File: src/rtl/billiard_pkg.sv
// Shared constants, the per-frame collision report type and a hole-index helper.
package billiard_pkg;

    localparam int unsigned NUM_HOLES  = 6;
    localparam int unsigned HOLE_IDX_W = 3;

    // One frame's collision results as seen by the game logic.
    typedef struct packed {
        logic                  hitWR;
        logic                  hitWB;
        logic                  hitRB;
        logic                  whiteInHole;
        logic                  redInHole;
        logic [HOLE_IDX_W-1:0] whiteHoleIdx;
        logic [HOLE_IDX_W-1:0] redHoleIdx;
    } hit_report_t;

    // Index of the lowest set hole bit; 0 when no bit is set.
    function automatic logic [HOLE_IDX_W-1:0] lowest_hole(input logic [NUM_HOLES-1:0] holes);
        logic [HOLE_IDX_W-1:0] idx;
        idx = '0;
        for (int i = int'(NUM_HOLES) - 1; i >= 0; i--) begin
            if (holes[i]) begin
                idx = HOLE_IDX_W'(i);
            end
        end
        return idx;
    endfunction

endpackage

File: src/rtl/overlap_counter.sv
// Saturating per-frame overlap counter with a threshold compare on the registered count.
module overlap_counter #(
    parameter int unsigned CNT_W       = 8,
    parameter int unsigned MIN_OVERLAP = 4
) (
    input  logic clk,
    input  logic resetN,
    input  logic clr,
    input  logic inc,
    output logic reached
);

    localparam logic [CNT_W-1:0] CntMax = '1;
    localparam logic [CNT_W-1:0] MinVal = CNT_W'(MIN_OVERLAP);

    logic [CNT_W-1:0] count_q;
    logic [CNT_W-1:0] count_d;

    // Frame restart counts the current pixel as pixel 0; otherwise count up until saturated.
    always_comb begin
        count_d = count_q;
        if (clr) begin
            count_d = inc ? CNT_W'(1) : '0;
        end else if (inc && (count_q != CntMax)) begin
            count_d = count_q + CNT_W'(1);
        end
    end

    // Count register.
    always_ff @(posedge clk or negedge resetN) begin
        if (!resetN) begin
            count_q <= '0;
        end else begin
            count_q <= count_d;
        end
    end

    // Compare uses the count accumulated up to the previous cycle.
    assign reached = (count_q >= MinVal);

endmodule

File: src/rtl/hit_detector.sv
// Counts overlapping draw requests per frame and reports object-pair collisions once per frame.
module hit_detector
    import billiard_pkg::*;
#(
    parameter int unsigned MIN_OVERLAP = 4,
    parameter int unsigned CNT_W       = 8
) (
    input  logic                  clk,
    input  logic                  resetN,
    input  logic                  startOfFrame,
    input  logic [NUM_HOLES-1:0]  holeDR,
    input  logic                  whiteBallDR,
    input  logic                  redBallDR,
    input  logic                  bordersDR,
    output logic                  frameDone,
    output logic                  hitWR,
    output logic                  hitWB,
    output logic                  hitRB,
    output logic                  whiteInHole,
    output logic                  redInHole,
    output logic [HOLE_IDX_W-1:0] whiteHoleIdx,
    output logic [HOLE_IDX_W-1:0] redHoleIdx
);

    localparam int unsigned NumPairs = 5;
    // Pair slots: 0 W&R, 1 W&B, 2 R&B, 3 W&hole, 4 R&hole.

    logic                  any_hole;
    logic                  white_hole_ovl;
    logic                  red_hole_ovl;
    logic [NumPairs-1:0]   pair_ovl;
    logic [NumPairs-1:0]   reached;
    logic [HOLE_IDX_W-1:0] cur_hole_idx;

    logic                  armed_q;
    logic                  white_cap_q, white_cap_d;
    logic                  red_cap_q, red_cap_d;
    logic [HOLE_IDX_W-1:0] white_idx_q, white_idx_d;
    logic [HOLE_IDX_W-1:0] red_idx_q, red_idx_d;
    logic                  frame_done_q, frame_done_d;
    hit_report_t           report_q, report_d;

    assign any_hole       = |holeDR;
    assign white_hole_ovl = whiteBallDR & any_hole;
    assign red_hole_ovl   = redBallDR & any_hole;
    assign cur_hole_idx   = lowest_hole(holeDR);
    assign pair_ovl       = {red_hole_ovl, white_hole_ovl, redBallDR & bordersDR,
                             whiteBallDR & bordersDR, whiteBallDR & redBallDR};

    for (genvar g = 0; g < NumPairs; g++) begin : g_pair
        overlap_counter #(
            .CNT_W       (CNT_W),
            .MIN_OVERLAP (MIN_OVERLAP)
        ) u_cnt (
            .clk     (clk),
            .resetN  (resetN),
            .clr     (startOfFrame),
            .inc     (pair_ovl[g]),
            .reached (reached[g])
        );
    end

    // Latch the first hole touched by each ball this frame; frame start re-opens the capture.
    always_comb begin
        white_cap_d = startOfFrame ? 1'b0 : white_cap_q;
        white_idx_d = white_idx_q;
        red_cap_d   = startOfFrame ? 1'b0 : red_cap_q;
        red_idx_d   = red_idx_q;
        if (!white_cap_d && white_hole_ovl) begin
            white_cap_d = 1'b1;
            white_idx_d = cur_hole_idx;
        end
        if (!red_cap_d && red_hole_ovl) begin
            red_cap_d = 1'b1;
            red_idx_d = cur_hole_idx;
        end
    end

    // Event flags pulse for one cycle; hole indices hold until the next report.
    always_comb begin
        report_d             = report_q;
        report_d.hitWR       = 1'b0;
        report_d.hitWB       = 1'b0;
        report_d.hitRB       = 1'b0;
        report_d.whiteInHole = 1'b0;
        report_d.redInHole   = 1'b0;
        frame_done_d         = 1'b0;
        // The partial frame before the first frame start is discarded.
        if (startOfFrame && armed_q) begin
            frame_done_d          = 1'b1;
            report_d.hitWR        = reached[0];
            report_d.hitWB        = reached[1];
            report_d.hitRB        = reached[2];
            report_d.whiteInHole  = reached[3];
            report_d.redInHole    = reached[4];
            report_d.whiteHoleIdx = reached[3] ? white_idx_q : '0;
            report_d.redHoleIdx   = reached[4] ? red_idx_q : '0;
        end
    end

    // State and output registers.
    always_ff @(posedge clk or negedge resetN) begin
        if (!resetN) begin
            armed_q      <= 1'b0;
            white_cap_q  <= 1'b0;
            white_idx_q  <= '0;
            red_cap_q    <= 1'b0;
            red_idx_q    <= '0;
            frame_done_q <= 1'b0;
            report_q     <= '0;
        end else begin
            armed_q      <= armed_q | startOfFrame;
            white_cap_q  <= white_cap_d;
            white_idx_q  <= white_idx_d;
            red_cap_q    <= red_cap_d;
            red_idx_q    <= red_idx_d;
            frame_done_q <= frame_done_d;
            report_q     <= report_d;
        end
    end

    assign frameDone    = frame_done_q;
    assign hitWR        = report_q.hitWR;
    assign hitWB        = report_q.hitWB;
    assign hitRB        = report_q.hitRB;
    assign whiteInHole  = report_q.whiteInHole;
    assign redInHole    = report_q.redInHole;
    assign whiteHoleIdx = report_q.whiteHoleIdx;
    assign redHoleIdx   = report_q.redHoleIdx;

endmodule

File: config.mk
export PLATFORM = sky130hd
export DESIGN_NAME = hit_detector
export DESIGN_NICKNAME = d
export VERILOG_FILES = /design/src/rtl/billiard_pkg.sv /design/src/rtl/overlap_counter.sv /design/src/rtl/hit_detector.sv
export SDC_FILE = /design/constraint.sdc
export NUM_CORES = 1
export LEC_CHECK = 0
export CAP_MARGIN = 40
export CELL_PAD_IN_SITES_DETAIL_PLACEMENT = 0
export CELL_PAD_IN_SITES_GLOBAL_PLACEMENT = 1
export CORE_ASPECT_RATIO = 1.4
export CORE_MARGIN = 1.5
export CORE_UTILIZATION = 43
export CTS_BUF_LIST = sky130_fd_sc_hd__clkbuf_4 sky130_fd_sc_hd__clkbuf_8
export DETAILED_ROUTE_END_ITERATION = 10
export PLACE_DENSITY = 0.85
export SETUP_SLACK_MARGIN = 0.1
export SLEW_MARGIN = 20
export SYNTH_ARGS = -nofsm -noshare
export SYNTH_HDL_FRONTEND = slang
export SYNTH_SLANG_ARGS = --single-unit
File: constraint.sdc
create_clock -name clk -period 2 [get_ports clk]
set_clock_uncertainty 0.05 [all_clocks]
set_input_delay 0.4 -clock clk [delete_from_list [all_inputs] [get_ports clk]]
set_output_delay 0.4 -clock clk [all_outputs]
set_load 0.02 [all_outputs]
==> reports/results.ini, run 1 <==
[global_routing]
grt_util_met3_pct=3.84
overflow=0
first_global_vias=2726
use_met1_pct=22.9
antenna_found_initial=0
grtUsageTotal_pct=19.1
grt_pass1_wl_mm=12.2
grt.busiest_layer=met2
grt_max_degree=62
met2_usage_pct=32.9

[clock_network]
htreeDepth=3
cts_tree=built
clk_latency_ns=0.34
cts.sinks=61
cts_buffer_depth=2
root_buffer=clkbuf_8
cts_buffers=9
clk_pin_slew_ns=0.07

[critical_path]
r2r_start=g_pair[2].u_cnt.count_q[0]$_DFFE_PN0P_
crit_arrival_ns=2.03
crit_family=simple AND/OR/NAND/NOR gates
crit_slowest_cell=dfrtp_1
worstPathCellList=ha_1 > and4_1 > a41oi_2 > nor2b_2 > mux2_1
critPathBufInv=0
ff2ff_path_depth=5
crit_type=flip-flop to flip-flop
crit_path_max_incr_delay_ns=0.43
crit_path_start=g_pair[2].u_cnt.count_q[0]$_DFFE_PN0P_
crit_required_ns=2.18
crit_fanout=5
cp-end-kind=flip-flop
cp-start-kind=flip-flop
crit_cells=5

[timing]
rsz0062_at_grt=yes
fmax_mhz=541
finalHoldViolCount=2
fin_crit_sh_pct=92.4
setup_viol=0
relSlewSlack_pct=63.1
post-route-min-period_ns=1.85
holdWs_ns=-0.00441
setup_tns_ns=0
worstMarginPinSlew_ns=0.549
drv_slew=0

[logic_synthesis]
synth_top_family_by_area=simple AND/OR/NAND/NOR gates
synth_common_cells=61 x dfrtp_1, 30 x nand2_1, 25 x nor2_1, 19 x inv_1, 16 x a21oi_1
ys_ff_latch=61
syn_area_mm2=0.00320
yosys.cell_count.top_type=dfrtp_1
synth_cell_types=55
synth_compound_area_share_pct=17.0
yosysSeqAreaShare_pct=47.7
ys_warn_count=0
synth-edff-count=0
synth.largest_area_cell=dfrtp_1
synth_top_area_share_pct=47.7
synth_area_leaders=dfrtp_1 48%, ha_1 3.9%, nand2_1 3.5%
synthArstFlopShare_pct=100
synthMuxAreaShare_pct=4.46
synthCells=321
synth_xor_area_share_pct=1.37
synthAdderAreaFrac_pct=3.91
avgSynthCellArea_um2=9.97
synthSimpleGateAreaFrac_pct=20.8
synth_ff_type=dfrtp_1
synth_nets=343

[placement]
place.detailed.hpwl_mm=4.81
dpl-instance-area_mm2=0.00373
portBuffers=23
gp_congestion=0.783

[power_and_ir_drop]
vdd_drop_max_uv=466
p_leak_nw=1.70
powerDensity_mw_per_mm2=684

[die]
die_w_um=75.9
die_height_um=105
core.rowCount=37
ios=24
start_util_pct=44.0
coreArea_mm2=0.00727
dieArea_mm2=0.00797

[final_layout]
nets=397
area_growth_pct=23.5
drive_gt1_share_pct=19.2
antenna-diode-count=0
final_core_util_pct=54.4
finalInstanceArea_mm2=0.00395

[flow_run]
maxCapViolCount=0

[drt]
dr.pass1.iters=4
avgRoutedWirePerCell_um=14.5
drc=0
drt_wl_total_mm=6.91
drt_iter0_markers=144
num_vias=2667
vias_per_cell=5.59
ant_nets=0

[outcome]
violations=negative hold slack
status=complete, but fails checks

[min_path]
min_path_type=primary input to asynchronous set/reset pin

==> layer usage <==
layer,up-vias,part of all wire [%]
li1,1286,-
met1,1329,45
met2,45,51
met3,7,2.7
met4,0,1.4
met5,-,0
==> flip-flops by register name, summed over array words and instances (netlist names) <==
register and count:
g_pair.u_cnt.count_q 40, redHoleIdx 3, red_idx_q 3, whiteHoleIdx 3
white_idx_q 3, armed_q 1, frameDone 1, hitRB 1
hitWB 1, hitWR 1, redInHole 1, red_cap_q 1
whiteInHole 1, white_cap_q 1
==> cells by family (layout without fill, tap and decap cells) <==
logic type,count (synthesis),after routing
adder cells (fa/ha/maj),10,10
AO/OA/AOI/OAI,76,76
AND/OR/NAND/NOR,125,125
XOR/XNOR,5,5
flip-flops,61,61
buffers and inverters,31,90
multiplexers,13,13
==> where the power goes <==
part	internal [mW]	switching, mW	total (mW)	leakage (nW)
combinational	0.127	0.153	0.280	0.773
clock	0.615	0.492	1.11	0.106
sequential	1.28	0.0409	1.32	0.821
total	2.02	0.686	2.70	1.70
==> final timing paths <==
path / to / slack (ns)
max: g_pair[2].u_cnt.count_q[3]$_DFFE_PN0P_ / 0.15
max in group asynchronous: g_pair[3].u_cnt.count_q[4]$_DFFE_PN0P_ / 1.62
min in group clk: armed_q$_DFF_PN0_ / 0.42
min reg2reg: armed_q$_DFF_PN0_ / 0.42
max reg2reg: g_pair[2].u_cnt.count_q[3]$_DFFE_PN0P_ / 0.15
min: g_pair[1].u_cnt.count_q[2]$_DFFE_PN0P_ / -0.004
==> through the flow <==
stage          setup slack, ns  cells  hold WS [ns]  power (mW)
2_1_floorplan            0.177    321        0.0544        1.48
3_3_place_gp            -0.290    460         0.383        1.61
3_5_place_dp            -0.338    460         0.384        1.62
4_1_cts                 0.0993    476        0.0178        2.72
5_1_grt                 0.0506    477        0.0260        2.83
6_report                 0.152    477      -0.00441        2.70
==> placed cells by master, fill, tap and decap left out, types with 4 or more instances in the layout <==
cell,synthesis,final
nand4_1,7,7
a21oi_1,16,16
o21ai_0,8,8
nor2b_1,6,5
buf_4,0,29
o21ai_1,4,4
nand2_1,30,30
ha_1,10,10
mux2_1,6,6
clkinv_2,0,4
and4_1,6,6
o41ai_1,6,6
nor4_1,5,5
inv_1,19,19
o211ai_1,5,5
dfrtp_1,61,61
nor3_1,7,7
xnor2_1,5,5
mux2_2,4,4
clkbuf_8,2,10
o31ai_1,5,5
nor2_1,25,25
a31oi_1,6,6
clkdlybuf4s50_1,0,18
or4_1,5,5
a211oi_1,5,5
nand3_1,15,15
==> layout make-up <==
cell class	count	area (µm²)
Clock buffer	11	145
Multi-Input combinational cell	229	1550
Clock inverter	5	50.0
Sequential cell	61	1530
Timing Repair Buffer	54	485
Inverter	20	75.1
Tap cell	97	121
Fill cell	671	3320
==> what timing repair did <==
item,CTS,global route
setup endpoints to repair,6,14
pin swaps,4,2
gates resized for setup,3,6
buffers inserted,0,1
hold buffers,0,0
(Power assumes the default switching activity.)
==> run 2, diff against run 1 <==
--- a/config.mk
+++ b/config.mk
@@ -15,7 +15,7 @@
 export DETAILED_ROUTE_END_ITERATION = 10
 export PLACE_DENSITY = 0.85
 export SETUP_SLACK_MARGIN = 0.1
-export SLEW_MARGIN = 20
 export SYNTH_ARGS = -nofsm -noshare
 export SYNTH_HDL_FRONTEND = slang
 export SYNTH_SLANG_ARGS = --single-unit
+export TNS_END_PERCENT = 10
==> reports/results.ini, run 2 (synthesis gave the netlist of run 1 again) <==
[outcome]
status=complete, but fails checks  ; unchanged
violations=negative hold slack  ; unchanged

[final_layout]
nets=397  ; unchanged
antenna-diode-count=0  ; unchanged
final_common_cell=dfrtp_1  ; unchanged
num-fill-cells=668  ; was 671
seq_area_mm2=0.00153  ; unchanged
area_growth_pct=23.6  ; was 23.5%
largest_register_ff_count=40  ; unchanged
finalInstanceArea_mm2=0.00395  ; about the same
finalNonFillerCells=477  ; unchanged
final_cell_mix=61 x dfrtp_1, 30 x nand2_1, 29 x buf_4  ; unchanged
final_core_util_pct=54.4  ; about the same
largest_register=g_pair.u_cnt.count_q  ; unchanged
drive_gt1_share_pct=19.7  ; was 19.2%
multiInputGateArea_mm2=0.00155  ; unchanged

[die]
ios=24  ; unchanged
coreArea_mm2=0.00727  ; unchanged
start_util_pct=44.0  ; unchanged
die_w_um=75.9  ; unchanged
core.rowCount=37  ; unchanged
dieArea_mm2=0.00797  ; unchanged
die_height_um=105  ; unchanged

[critical_path]
critPathBufInv=2  ; was 0
crit_path_max_incr_delay_ns=0.64  ; was 0.43 ns
cp-end-kind=flip-flop  ; unchanged
crit_end=g_pair[4].u_cnt.count_q[4]$_DFFE_PN0P_  ; was g_pair[2].u_cnt.count_q[3]$_DFFE_PN0P_
r2r_slack_ns=0.19  ; was 0.15 ns
r2r-end=g_pair[2].u_cnt.count_q[3]$_DFFE_PN0P_  ; unchanged
crit_family=simple AND/OR/NAND/NOR gates  ; unchanged
crit_path_start=holeDR[4]  ; was g_pair[2].u_cnt.count_q[0]$_DFFE_PN0P_
crit_required_ns=2.22  ; was 2.18 ns
cp-start-kind=primary input  ; was flip-flop
worstPathCellList=clkdlybuf4s50_1 > or2_2 > o21ai_4 > buf_4 > or4_2 > a21oi_1  ; was ha_1 > and4_1 > a41oi_2 > nor2b_2 > mux2_1
crit_type=primary input to flip-flop  ; was flip-flop to flip-flop
ff2ff_path_depth=5  ; unchanged
crit_fanout=5  ; unchanged
crit_slowest_cell=or4_2  ; was dfrtp_1
crit_cells=6  ; was 5
crit_arrival_ns=2.09  ; was 2.03 ns
r2r_start=g_pair[2].u_cnt.count_q[0]$_DFFE_PN0P_  ; unchanged

[drt]
drt_wl_total_mm=6.91  ; about the same
vias_per_cell=5.61  ; was 5.59
num_vias=2674  ; was 2667
ant_nets=0  ; unchanged
drt_iter0_markers=143  ; was 144
dr.pass1.iters=4  ; unchanged
avgRoutedWirePerCell_um=14.5  ; about the same
drc=0  ; unchanged

[global_routing]
grtUsageTotal_pct=19.1  ; unchanged
overflow=0  ; unchanged
grt_max_degree=62  ; unchanged
antenna_found_initial=0  ; unchanged
grt_pass1_wl_mm=12.2  ; unchanged
first_global_vias=2726  ; unchanged

[timing]
holdWs_ns=-0.00229  ; was -0.00441 ns
relSlewSlack_pct=64.6  ; was 63.1%
worstMarginPinSlew_ns=0.527  ; was 0.549 ns
fin_crit_sh_pct=93.7  ; was 92.4%
rsz0062_at_grt=yes  ; unchanged
finalHoldViolCount=1  ; was 2
fmax_mhz=534  ; was 541 MHz
setup_viol=0  ; unchanged
post-route-min-period_ns=1.87  ; was 1.85 ns
drv_slew=0  ; unchanged

[clock_network]
clk_pin_slew_ns=0.07  ; about the same
cts.sinks=61  ; unchanged
cts_buffer_depth=2  ; unchanged
cts_tree=built  ; unchanged
htreeDepth=3  ; unchanged
root_buffer=clkbuf_8  ; unchanged
clk_latency_ns=0.34  ; about the same
hold_buffers=0  ; unchanged
cts_buffers=9  ; unchanged

[min_path]
min_path_type=primary input to asynchronous set/reset pin  ; unchanged

[placement]
dpl-instance-area_mm2=0.00373  ; unchanged
dp.cells=460  ; unchanged
place.detailed.hpwl_mm=4.81  ; unchanged
gp_congestion=0.783  ; unchanged
portBuffers=23  ; unchanged

[power_and_ir_drop]
design_power_total_mw=2.71  ; was 2.70 mW
powerDensity_mw_per_mm2=684  ; about the same
vdd_drop_max_uv=467  ; was 466 µV
p_leak_nw=1.70  ; about the same

[flow_run]
maxCapViolCount=0  ; unchanged

==> run 2: power breakdown <==
group / switching (mW) / leakage [nW] / internal [mW] / total (mW)
clock: 0.493 / 0.106 / 0.615 / 1.11
combinational: 0.153 / 0.769 / 0.127 / 0.280
sequential: 0.0411 / 0.821 / 1.28 / 1.32
==> run 2: final cells by class <==
cell class                 count  area share (%)
clock buffer                  11            3.67
clock inverter                 5            1.27
inverter                      20            1.90
multi-input combinational    229            39.2
sequential                    61            38.6
tap                           97            3.07
timing repair buffer          54            12.3
==> run 2: worst min-delay path by stage <==
stage               cells past startpoint                                      to  slack (ns)
floorplan                               0                       armed_q$_DFF_PN0_        0.05
CTS                                     2  g_pair[1].u_cnt.count_q[2]$_DFFE_PN0P_        0.02
global placement                        2  g_pair[1].u_cnt.count_q[2]$_DFFE_PN0P_        0.38
detailed placement                      2  g_pair[1].u_cnt.count_q[2]$_DFFE_PN0P_        0.38
global route                            2  g_pair[1].u_cnt.count_q[2]$_DFFE_PN0P_        0.03
finish                                  2  g_pair[1].u_cnt.count_q[2]$_DFFE_PN0P_      -0.002
==> run 2: metal layers <==
layer | up-vias | global-route usage [%] | part of all wire [%]
li1 | 1284 | - | -
met1 | 1330 | 22.9 | 45
met2 | 53 | 32.9 | 51
met3 | 7 | 3.84 | 2.9
met4 | 0 | 8.47 | 1.4
met5 | - | 0 | 0
==> run 2: per-stage QoR <==
stage	TNS, ns	hold WS (ns)	worst slack (ns)
floorplan	0	0.0544	0.177
global placement	-5.29	0.383	-0.290
detailed placement	-6.06	0.384	-0.338
CTS	0	0.0178	0.0895
global route	0	0.0260	0.0608
finish	0	-0.00229	0.127
==> run 2: what timing repair did <==
action                     CTS  global route
pin swaps                    4             2
setup buffers                0             1
setup endpoints to repair    6            14
resized for setup            2             6
==> run 3, diff against run 2 <==
--- a/config.mk
+++ b/config.mk
@@ -13,6 +13,7 @@
 export CORE_UTILIZATION = 43
 export CTS_BUF_LIST = sky130_fd_sc_hd__clkbuf_4 sky130_fd_sc_hd__clkbuf_8
 export DETAILED_ROUTE_END_ITERATION = 10
+export GPL_TIMING_DRIVEN = 0
 export PLACE_DENSITY = 0.85
 export SETUP_SLACK_MARGIN = 0.1
 export SYNTH_ARGS = -nofsm -noshare
==> reports/results.ini, run 3 (synthesis gave the netlist of run 1 again) <==
[outcome]
status=finished, final reports clean  ; was complete, but fails checks

[global_routing]
grt_pass1_wl_mm=12.2  ; about the same
grtUsageTotal_pct=19.2  ; was 19.1%
first_global_vias=2588  ; was 2726
grt_max_degree=38  ; was 62
antenna_found_initial=0  ; unchanged
overflow=0  ; unchanged

[die]
ios=24  ; unchanged
coreArea_mm2=0.00727  ; unchanged
die_w_um=75.9  ; unchanged
core.rowCount=37  ; unchanged
die_height_um=105  ; unchanged
dieArea_mm2=0.00797  ; unchanged
start_util_pct=44.0  ; unchanged

[final_layout]
drive_gt1_share_pct=15.0  ; was 19.7%
largest_register_ff_count=40  ; unchanged
area_growth_pct=19.6  ; was 23.6%
antenna-diode-count=0  ; unchanged
nets=378  ; was 397
largest_register=g_pair.u_cnt.count_q  ; unchanged
final_common_cell=dfrtp_1  ; unchanged
final_cell_mix=61 x dfrtp_1, 30 x nand2_1, 23 x nor2_1  ; was 61 x dfrtp_1, 30 x nand2_1, 29 x buf_4
finalInstanceArea_mm2=0.00383  ; was 0.00395 mm²

[critical_path]
r2r_start=g_pair[2].u_cnt.count_q[0]$_DFFE_PN0P_  ; unchanged
r2r-end=g_pair[2].u_cnt.count_q[3]$_DFFE_PN0P_  ; unchanged
crit_arrival_ns=2.01  ; was 2.09 ns
crit_required_ns=2.17  ; was 2.22 ns
cp-start-kind=primary input  ; unchanged
critPathBufInv=1  ; was 2
crit_family=simple AND/OR/NAND/NOR gates  ; unchanged
crit_path_max_incr_delay_ns=0.50  ; was 0.64 ns
cp-end-kind=flip-flop  ; unchanged
crit_type=primary input to flip-flop  ; unchanged
crit_fanout=5  ; unchanged
crit_slowest_cell=or4_4  ; was or4_2
ff2ff_path_depth=5  ; unchanged
worstPathCellList=clkdlybuf4s50_1 > or4_4 > o21a_4 > nand2_2 > mux2_2  ; was clkdlybuf4s50_1 > or2_2 > o21ai_4 > buf_4 > or4_2 > a21oi_1
r2r_slack_ns=0.18  ; was 0.19 ns

[timing]
post-route-min-period_ns=1.84  ; was 1.87 ns
rsz0062_at_grt=no  ; was yes
finalHoldViolCount=0  ; was 1
relSlewSlack_pct=55.1  ; was 64.6%
fmax_mhz=543  ; was 534 MHz
fin_crit_sh_pct=92.1  ; was 93.7%
worstMarginPinSlew_ns=0.674  ; was 0.527 ns
drv_slew=0  ; unchanged
setup_viol=0  ; unchanged

[clock_network]
clk_pin_slew_ns=0.07  ; about the same
cts_buffers=9  ; unchanged
cts_buffer_depth=2  ; unchanged
cts_tree=built  ; unchanged
root_buffer=clkbuf_8  ; unchanged
cts.sinks=61  ; unchanged
clk_latency_ns=0.34  ; about the same
hold_buffers=0  ; unchanged
htreeDepth=3  ; unchanged

[drt]
drc=0  ; unchanged
route.met3.wl_um=266  ; was 202 µm
vias_per_cell=5.65  ; was 5.61
avgRoutedWirePerCell_um=15.4  ; was 14.5 µm
ant_nets=0  ; unchanged
wl_met1_mm=3.15  ; was 3.11 mm
top_layer_used=met4  ; unchanged
routed-wl-met2_mm=3.51  ; unchanged
drt_wl_total_mm=7.07  ; was 6.91 mm
drt_iter0_markers=145  ; was 143
num_vias=2589  ; was 2674
dr.pass1.iters=4  ; unchanged

[placement]
gp_congestion=0.791  ; was 0.783
dpl-instance-area_mm2=0.00356  ; was 0.00373 mm²
portBuffers=22  ; was 23
place.detailed.hpwl_mm=4.85  ; was 4.81 mm

[power_and_ir_drop]
powerDensity_mw_per_mm2=698  ; was 684 mW/mm²
design_power_total_mw=2.67  ; was 2.71 mW
vdd_drop_max_uv=463  ; was 467 µV
p_leak_nw=1.60  ; was 1.70 nW

[min_path]
min_path_type=primary input to asynchronous set/reset pin  ; unchanged

[flow_run]
maxCapViolCount=0  ; unchanged

==> run 3: cell types whose count changed in the layout (fill, tap and decap cells not counted), sizes merged <==
cell | previous run | this run
dlygate4sd2 | 1 | 0
buf | 32 | 6
dlymetal6s2s | 2 | 4
clkbuf | 11 | 19
clkdlybuf4s50 | 19 | 17
==> run 3: worst max path at each step <==
stage                                           start                                     end  slack [ns]  depth (start not counted)
6_report                                    holeDR[0]              white_idx_q[0]$_DFFE_PN0P_        0.16                          5
5_1_grt        g_pair[2].u_cnt.count_q[0]$_DFFE_PN0P_  g_pair[2].u_cnt.count_q[3]$_DFFE_PN0P_        0.11                          5
4_1_cts                                     holeDR[3]                red_idx_q[2]$_DFFE_PN0P_        0.05                          5
3_5_place_dp                                holeDR[0]                red_idx_q[1]$_DFFE_PN0P_       -0.35                          5
3_3_place_gp                                   resetN                     redInHole$_DFF_PN0_       -1.55                          1
2_1_floorplan  g_pair[2].u_cnt.count_q[0]$_DFFE_PN0P_  g_pair[2].u_cnt.count_q[3]$_DFFE_PN0P_        0.18                          5
==> run 3: layout make-up <==
cell class	count	area, µm²
Multi-Input combinational cell	229	1580
Clock buffer	11	145
Fill cell	687	3440
Sequential cell	61	1530
Buffer	11	76.3
Inverter	20	75.1
Timing Repair Buffer	24	253
Clock inverter	5	50.0
Tap cell	97	121
==> run 3: metal layers <==
| layer | global-route usage, % | vias up |
|---|---|---|
| met5 | 0 | - |
| met4 | 9.26 | 0 |
| met3 | 4.45 | 10 |
| met2 | 32.9 | 56 |
| met1 | 22.5 | 1273 |
| li1 | - | 1250 |
==> run 3: report_power, final <==
part	internal (mW)	leakage (nW)	switching, mW	total (mW)
clock network	0.614	0.106	0.479	1.09
registers	1.28	0.821	0.0408	1.32
logic	0.105	0.672	0.154	0.259
==> run 3: timing repair <==
item / CTS / global route
pin swaps: 4 / 0
setup endpoints to repair: 10 / 24
setup buffers: 1 / 0
cloned: 0 / 0
gates resized for setup: 3 / 12
==> run 3: through the flow <==
step	util, %	hold slack (ns)	instances	setup slack [ns]	setup TNS (ns)
4_1_cts	52.2	0.0221	458	0.0550	0
3_5_place_dp	49.0	0.396	441	-0.351	-7.37
2_1_floorplan	-	0.0544	321	0.177	0
3_3_place_gp	48.8	0.401	440	-1.55	-100.69
6_report	52.6	0.0112	458	0.157	0
5_1_grt	52.6	0.0517	458	0.106	0
